==> src/rtl/mix_tree_pkg.sv <==
// rtl/mix_tree_pkg.sv - shared types and constants for the mixer-tree scheduler
// Purpose: FSM state encoding, default phase lengths and a run-length helper.
// Ports: none (package).
package mix_tree_pkg;

  typedef enum logic [2:0] {
    ST_IDLE,
    ST_LOAD,
    ST_MIX,
    ST_DRAIN,
    ST_DONE
  } state_e;

  localparam int DEF_LEVELS       = 3;
  localparam int DEF_LOAD_CYCLES  = 16;
  localparam int DEF_MIX_CYCLES   = 64;
  localparam int DEF_DRAIN_CYCLES = 32;
  localparam int DEF_CW           = 8;

  // Cycles from the start edge to the done pulse, with pump_ready held high.
  function automatic int run_length(input int levels, input int load_c,
                                    input int mix_c, input int drain_c);
    return (1 << levels) * load_c + levels * mix_c + drain_c + 1;
  endfunction

endpackage

==> src/rtl/mix_tree_sched_phase_timer.sv <==
// rtl/mix_tree_sched_phase_timer.sv - down-counting phase timer
// Purpose: counts the remaining cycles of the current phase.
// Ports: clk, rst_n (sync, active-low), load/load_val (reload),
//        en (count this cycle), expire (last counted cycle of the phase).
module phase_timer #(
  parameter int CW = 8
) (
  input  logic          clk,
  input  logic          rst_n,
  input  logic          load,
  input  logic [CW-1:0] load_val,
  input  logic          en,
  output logic          expire
);

  logic [CW-1:0] count_q;
  logic [CW-1:0] count_d;

  always_comb begin
    count_d = count_q;
    if (load) begin
      count_d = load_val;
    end else if (en && (count_q != '0)) begin
      count_d = count_q - 1'b1;
    end
  end

  assign expire = en && (count_q == CW'(1));

  always_ff @(posedge clk) begin
    if (!rst_n) begin
      count_q <= '0;
    end else begin
      count_q <= count_d;
    end
  end

endmodule

==> src/rtl/mix_tree_sched.sv <==
// rtl/mix_tree_sched.sv - run sequencer for a binary diffusion-mixer tree
// Purpose: loads each leaf inlet in turn, mixes level by level toward the
//          root, drains the outlet, then pulses done. All outputs registered.
// Ports: clk, rst_n (sync, active-low), start, pump_ready,
//        leaf_valve (one-hot inlets), level_mix (one-hot levels, bit 0 = leaf
//        side), out_valve, busy, done.
// Option: MIX_TREE_ABORT_EN adds abort (in) / aborted (out, 1-cycle pulse).
module mix_tree_sched
  import mix_tree_pkg::*;
#(
  parameter int LEVELS       = DEF_LEVELS,
  parameter int LOAD_CYCLES  = DEF_LOAD_CYCLES,
  parameter int MIX_CYCLES   = DEF_MIX_CYCLES,
  parameter int DRAIN_CYCLES = DEF_DRAIN_CYCLES,
  parameter int CW           = DEF_CW
) (
  input  logic                 clk,
  input  logic                 rst_n,
`ifdef MIX_TREE_ABORT_EN
  input  logic                 abort,
  output logic                 aborted,
`endif
  input  logic                 start,
  input  logic                 pump_ready,
  output logic [2**LEVELS-1:0] leaf_valve,
  output logic [LEVELS-1:0]    level_mix,
  output logic                 out_valve,
  output logic                 busy,
  output logic                 done
);

  localparam int NL = 2 ** LEVELS;
  localparam int IW = LEVELS;
  localparam int LW = (LEVELS > 1) ? $clog2(LEVELS) : 1;

  state_e          state_q, state_d;
  logic [IW-1:0]   idx_q, idx_d;
  logic [LW-1:0]   lvl_q, lvl_d;
  logic [NL-1:0]   leaf_valve_q, leaf_valve_d;
  logic [LEVELS-1:0] level_mix_q, level_mix_d;
  logic            out_valve_q, out_valve_d;
  logic            busy_q, busy_d;
  logic            done_q, done_d;
`ifdef MIX_TREE_ABORT_EN
  logic            aborted_q, aborted_d;
`endif

  logic            tmr_load;
  logic [CW-1:0]   tmr_val;
  logic            tmr_en;
  logic            tmr_expire;

  phase_timer #(.CW(CW)) u_timer (
    .clk      (clk),
    .rst_n    (rst_n),
    .load     (tmr_load),
    .load_val (tmr_val),
    .en       (tmr_en),
    .expire   (tmr_expire)
  );

  always_comb begin
    state_d      = state_q;
    idx_d        = idx_q;
    lvl_d        = lvl_q;
    tmr_load     = 1'b0;
    tmr_val      = '0;
    tmr_en       = 1'b0;
    leaf_valve_d = '0;
    level_mix_d  = '0;
    out_valve_d  = 1'b0;
    done_d       = 1'b0;
`ifdef MIX_TREE_ABORT_EN
    aborted_d    = 1'b0;
`endif

    case (state_q)
      ST_IDLE: begin
        if (start) begin
          state_d  = ST_LOAD;
          idx_d    = '0;
          tmr_load = 1'b1;
          tmr_val  = CW'(LOAD_CYCLES);
        end
      end
      ST_LOAD: begin
        // Count only cycles in which the inlet was actually open, so a
        // pump_ready dropout stretches the run by exactly its length.
        tmr_en = |leaf_valve_q;
        if (tmr_expire) begin
          tmr_load = 1'b1;
          if (idx_q == IW'(NL - 1)) begin
            state_d = ST_MIX;
            lvl_d   = '0;
            tmr_val = CW'(MIX_CYCLES);
          end else begin
            idx_d   = idx_q + 1'b1;
            tmr_val = CW'(LOAD_CYCLES);
          end
        end
      end
      ST_MIX: begin
        tmr_en = 1'b1;
        if (tmr_expire) begin
          tmr_load = 1'b1;
          if (lvl_q == LW'(LEVELS - 1)) begin
            state_d = ST_DRAIN;
            tmr_val = CW'(DRAIN_CYCLES);
          end else begin
            lvl_d   = lvl_q + 1'b1;
            tmr_val = CW'(MIX_CYCLES);
          end
        end
      end
      ST_DRAIN: begin
        tmr_en = 1'b1;
        if (tmr_expire) begin
          state_d = ST_DONE;
        end
      end
      ST_DONE: begin
        state_d = ST_IDLE;
      end
      default: begin
        state_d = ST_IDLE;
      end
    endcase

`ifdef MIX_TREE_ABORT_EN
    if (abort && ((state_q == ST_LOAD) || (state_q == ST_MIX) ||
                  (state_q == ST_DRAIN))) begin
      state_d   = ST_IDLE;
      aborted_d = 1'b1;
    end
`endif

    // Outputs are decoded from the next state so they appear registered.
    case (state_d)
      ST_LOAD:  leaf_valve_d = pump_ready ? (NL'(1) << idx_d) : '0;
      ST_MIX:   level_mix_d  = LEVELS'(1) << lvl_d;
      ST_DRAIN: out_valve_d  = 1'b1;
      ST_DONE:  done_d       = 1'b1;
      default:  ;
    endcase

    busy_d = (state_d != ST_IDLE);
  end

  always_ff @(posedge clk) begin
    if (!rst_n) begin
      state_q      <= ST_IDLE;
      idx_q        <= '0;
      lvl_q        <= '0;
      leaf_valve_q <= '0;
      level_mix_q  <= '0;
      out_valve_q  <= 1'b0;
      busy_q       <= 1'b0;
      done_q       <= 1'b0;
`ifdef MIX_TREE_ABORT_EN
      aborted_q    <= 1'b0;
`endif
    end else begin
      state_q      <= state_d;
      idx_q        <= idx_d;
      lvl_q        <= lvl_d;
      leaf_valve_q <= leaf_valve_d;
      level_mix_q  <= level_mix_d;
      out_valve_q  <= out_valve_d;
      busy_q       <= busy_d;
      done_q       <= done_d;
`ifdef MIX_TREE_ABORT_EN
      aborted_q    <= aborted_d;
`endif
    end
  end

  assign leaf_valve = leaf_valve_q;
  assign level_mix  = level_mix_q;
  assign out_valve  = out_valve_q;
  assign busy       = busy_q;
  assign done       = done_q;
`ifdef MIX_TREE_ABORT_EN
  assign aborted    = aborted_q;
`endif

endmodule

==> config.mk <==
export PLATFORM = sky130hd
export DESIGN_NAME = mix_tree_sched
export DESIGN_NICKNAME = d
export VERILOG_FILES = /design/src/rtl/mix_tree_pkg.sv /design/src/rtl/mix_tree_sched_phase_timer.sv /design/src/rtl/mix_tree_sched.sv
export SDC_FILE = /design/constraint.sdc
export NUM_CORES = 1
export LEC_CHECK = 0
export ABC_AREA = 1
export BUFFER_PORTS_ARGS = -buffer_cell sky130_fd_sc_hd__buf_2
export CELL_PAD_IN_SITES_DETAIL_PLACEMENT = 1
export CELL_PAD_IN_SITES_GLOBAL_PLACEMENT = 1
export CORE_MARGIN = 2
export CORE_UTILIZATION = 44
export CTS_CLUSTER_SIZE = 40
export DETAILED_ROUTE_END_ITERATION = 6
export GPL_TIMING_DRIVEN = 0
export PLACE_DENSITY_LB_ADDON = 0.1
export REMOVE_ABC_BUFFERS = 1
export SLEW_MARGIN = 30
export SYNTH_ARGS = -nofsm -noshare
export SYNTH_HDL_FRONTEND = slang
export SYNTH_SLANG_ARGS = --single-unit
export TNS_END_PERCENT = 30
==> constraint.sdc <==
create_clock -name clk -period 2.4 [get_ports clk]
set_input_delay 0.24 -clock clk [delete_from_list [all_inputs] [get_ports clk]]
set_output_delay 0.24 -clock clk [all_outputs]
set_load 0.1 [all_outputs]
==> metrics.yaml <==
floorplanning:
  die_x_um: 62.66
  core_area_um2: 3311
  initial_core_util_pct: 45.73
  rows: 21
  fp.dieH_um: 62.66
  io_pins: 18
  dieArea_um2: 3926
synthesis:
  yosysWarningCount: 0
  synthCells: 213
  synth_top_cell_by_area: "dfxtp_1"
  yosys-top-cells-area: "dfxtp_1, nand2_1, nor2_1"
  yosysMostFrequentCell: "nand2_1"
  synth-seq-cells: 30
  synth.avg_cell_area_um2: 7.108
  synthFlopType: "dfxtp_1"
  synth_top_area_share_pct: 39.67
  syn_area_um2: 1514
  synthDistinctLibCells: 25
  synth_edf_count: 0
  synth_common_cells: "nand2_1, nor2_1, dfxtp_1"
  synthArstFlopShare_pct: 0
  synth-seq-area-share_pct: 39.67
sta:
  slew_violations: 0
  fmax_mhz: 540.8
  fin_crit_sh_pct: 77.04
  setup_tns_ns: 0
  slew_headroom_pct: 66.78
  fin_crit_ns: 1.849
  worst_slew_pin_slew_ns: 0.4969
  setup_violations: 0
  fin_skew_ns: 0.01470
  hold_viol: 0
  rsz0062_at_grt: "false"
min_path:
  worstHoldPathCells: 3
  hold_end: "u_timer.count_q[5]"
  hold_class: "in2reg"
  hold_start: "rst_n"
layout:
  area_growth_pct: 16.53
  drive_above_1_share_pct: 18.99
  fillers: 447
  fin_nets: 246
  stdcell_count: 283
  stdcell_area_um2: 1764
  antenna_cells: 0
pwr:
  peakVddDrop_v: 0.0006658
  powerDensity_nw_per_um2: 660.5
  internal_power_mw: 0.8895
  switching_share_pct: 23.67
  switchingPower_mw: 0.2758
  p_comb_share_pct: 9.7
  power_frac_seq_pct: 44.1
  power_frac_clock_pct: 46.2
  leakagePower_nw: 0.8801
clocking:
  insertion_delay_ns: 0.34
  cts.path.max_buffers: 2
  cts_made_buffers: 5
  cts.sinks: 30
  postCtsSetupBuffers: 0
  clk_pin_slew_worst_paths_ns: 0.10
  cts.htree.levels: 2
  tritoncts: "built"
  cts_root_buffer: "clkbuf_4"
  cts_hold_buf: 0
  cts_resized: 0
global_route:
  grt_pass1_wl_mm: 6.831
  grt_start_max_net_pins: 14
  grt.overflow.total: 0
  antenna_found_initial: 0
  grtUsageTotal_pct: 22.46
  grt_pass1_vias: 1506
routing:
  firstDrtPassIters: 5
  drt-total-wl_mm: 3.874
  met1_length_mm: 1.755
  wl_met2_mm: 1.957
  first_iter_violations: 52
  drc_errors: 0
  dr.max_layer_used: "met4"
  route.met3.wl_um: 104
  vias_per_cell: 5.018
  wl_per_cell_um: 13.69
  vias: 1420
  drtAntennaViolNets: 0
placement:
  dpl_cell_area_um2: 1653
  port_buffers: 17
  dpl.cell_count: 275
  gp_congestion: 0.8635
  dp_hpwl_mm: 2.918
worst_setup_path:
  r2r_slack_ns: 0.55
  arrival_ns: 2.12
  path_max_fanout: 9
  start_kind: "flop"
  r2r_end: "leaf_valve[6]"
  worst_setup_path_end_kind: "flop"
  criticalPathCategory: "reg2reg"
  r2r-start: "u_timer.count_q[1]"
  reg2regPathDepth: 12
  required_ns: 2.67
run_status:
  status: "completed"
run:
  cap_violations: 0
[sequential cells by signal (all words and copies together) (netlist names)]
register         flops
lvl_q                2
level_mix            3
leaf_valve           8
state_q              3
done                 1
idx_q                3
u_timer.count_q      8
out_valve            1
busy                 1
[worst max path at each step]
stage	start	to	slack, ns	cells past startpoint
2_1_floorplan	leaf_valve[0]	u_timer.count_q[6]	0.42	9
3_3_place_gp	u_timer.count_q[1]	u_timer.count_q[6]	0.65	11
3_5_place_dp	u_timer.count_q[1]	leaf_valve[6]	0.57	12
4_1_cts	u_timer.count_q[1]	leaf_valve[6]	0.54	12
5_1_grt	state_q[2]	level_mix[1]	0.33	11
6_report	u_timer.count_q[1]	leaf_valve[6]	0.55	12
[critical path: stages (launching register included)]
cell and delay [ns]:
dfxtp_1 0.33, inv_1 0.10, ha_1 0.17, nand2_2 0.09
nor2_8 0.19, inv_2 0.08, a21oi_4 0.26, nand2_2 0.11
nand3_1 0.09, nand2_1 0.12, inv_2 0.08, nand2_1 0.07
nor2_1 0.10
[cells by family after synthesis]
family                   synth area share (%)
flip-flops                              39.67
adder cells (fa/ha/maj)                 4.959
buffers and inverters                   6.198
AND/OR/NAND/NOR                         41.90
AO/OA/AOI/OAI                           4.959
XOR/XNOR                                2.314
[cell usage in the layout, fill, tap and decap left out, drive strengths merged]
| cell | instances |
|---|---|
| dfxtp | 30 |
| o21ai | 3 |
| or2 | 2 |
| nand3b | 3 |
| nor2 | 45 |
| buf | 17 |
| a21oi | 9 |
| nand4 | 6 |
| bufinv | 2 |
| inv | 24 |
| nor3 | 1 |
| xnor2 | 2 |
| and3 | 1 |
| ha | 6 |
| nand3 | 22 |
| xor2 | 2 |
| clkbuf | 6 |
| nand2 | 56 |
[layer usage]
metal	GRT usage, %	vias to the layer above
met5	0	-
met4	8.333	0
met3	6.126	5
met2	40.99	17
met1	24.69	677
li1	-	721
[cell type report]
type                    count  area, um2  share of cell area [%]
flip-flops and latches     30      600.6                   34.04
multi-input cells         158      819.5                   46.45
repair buffers             17      85.08                   4.823
inverters                  24      90.09                   5.106
clock inverters             2      60.06                   3.404
clock buffers               6      51.30                   2.908
well taps                  46      57.56                   3.262
[power by group through the flow]
stage | clock network (mW) | logic, mW | registers [mW]
after floorplan | 0 | 0.0703 | 0.541
after detailed placement | 0 | 0.112 | 0.526
after global routing | 0.574 | 0.126 | 0.516
final | 0.538 | 0.113 | 0.514
after global placement | 0 | 0.107 | 0.525
after CTS | 0.559 | 0.114 | 0.514
[stage by stage]
| step | total power, mW | utilization, % | worst slack [ns] | hold WS (ns) |
|---|---|---|---|---|
| 5_1_grt | 1.216 | 53.29 | 0.3289 | 0.2310 |
| 6_report | 1.165 | 53.29 | 0.5509 | 0.2441 |
| 3_3_place_gp | 0.6323 | 49.92 | 0.6478 | 0.4673 |
| 3_5_place_dp | 0.6374 | 49.92 | 0.5674 | 0.4721 |
| 2_1_floorplan | 0.6115 | - | 0.4209 | 0.3627 |
| 4_1_cts | 1.187 | 53.29 | 0.5404 | 0.2275 |
(Power assumes the default switching activity.)
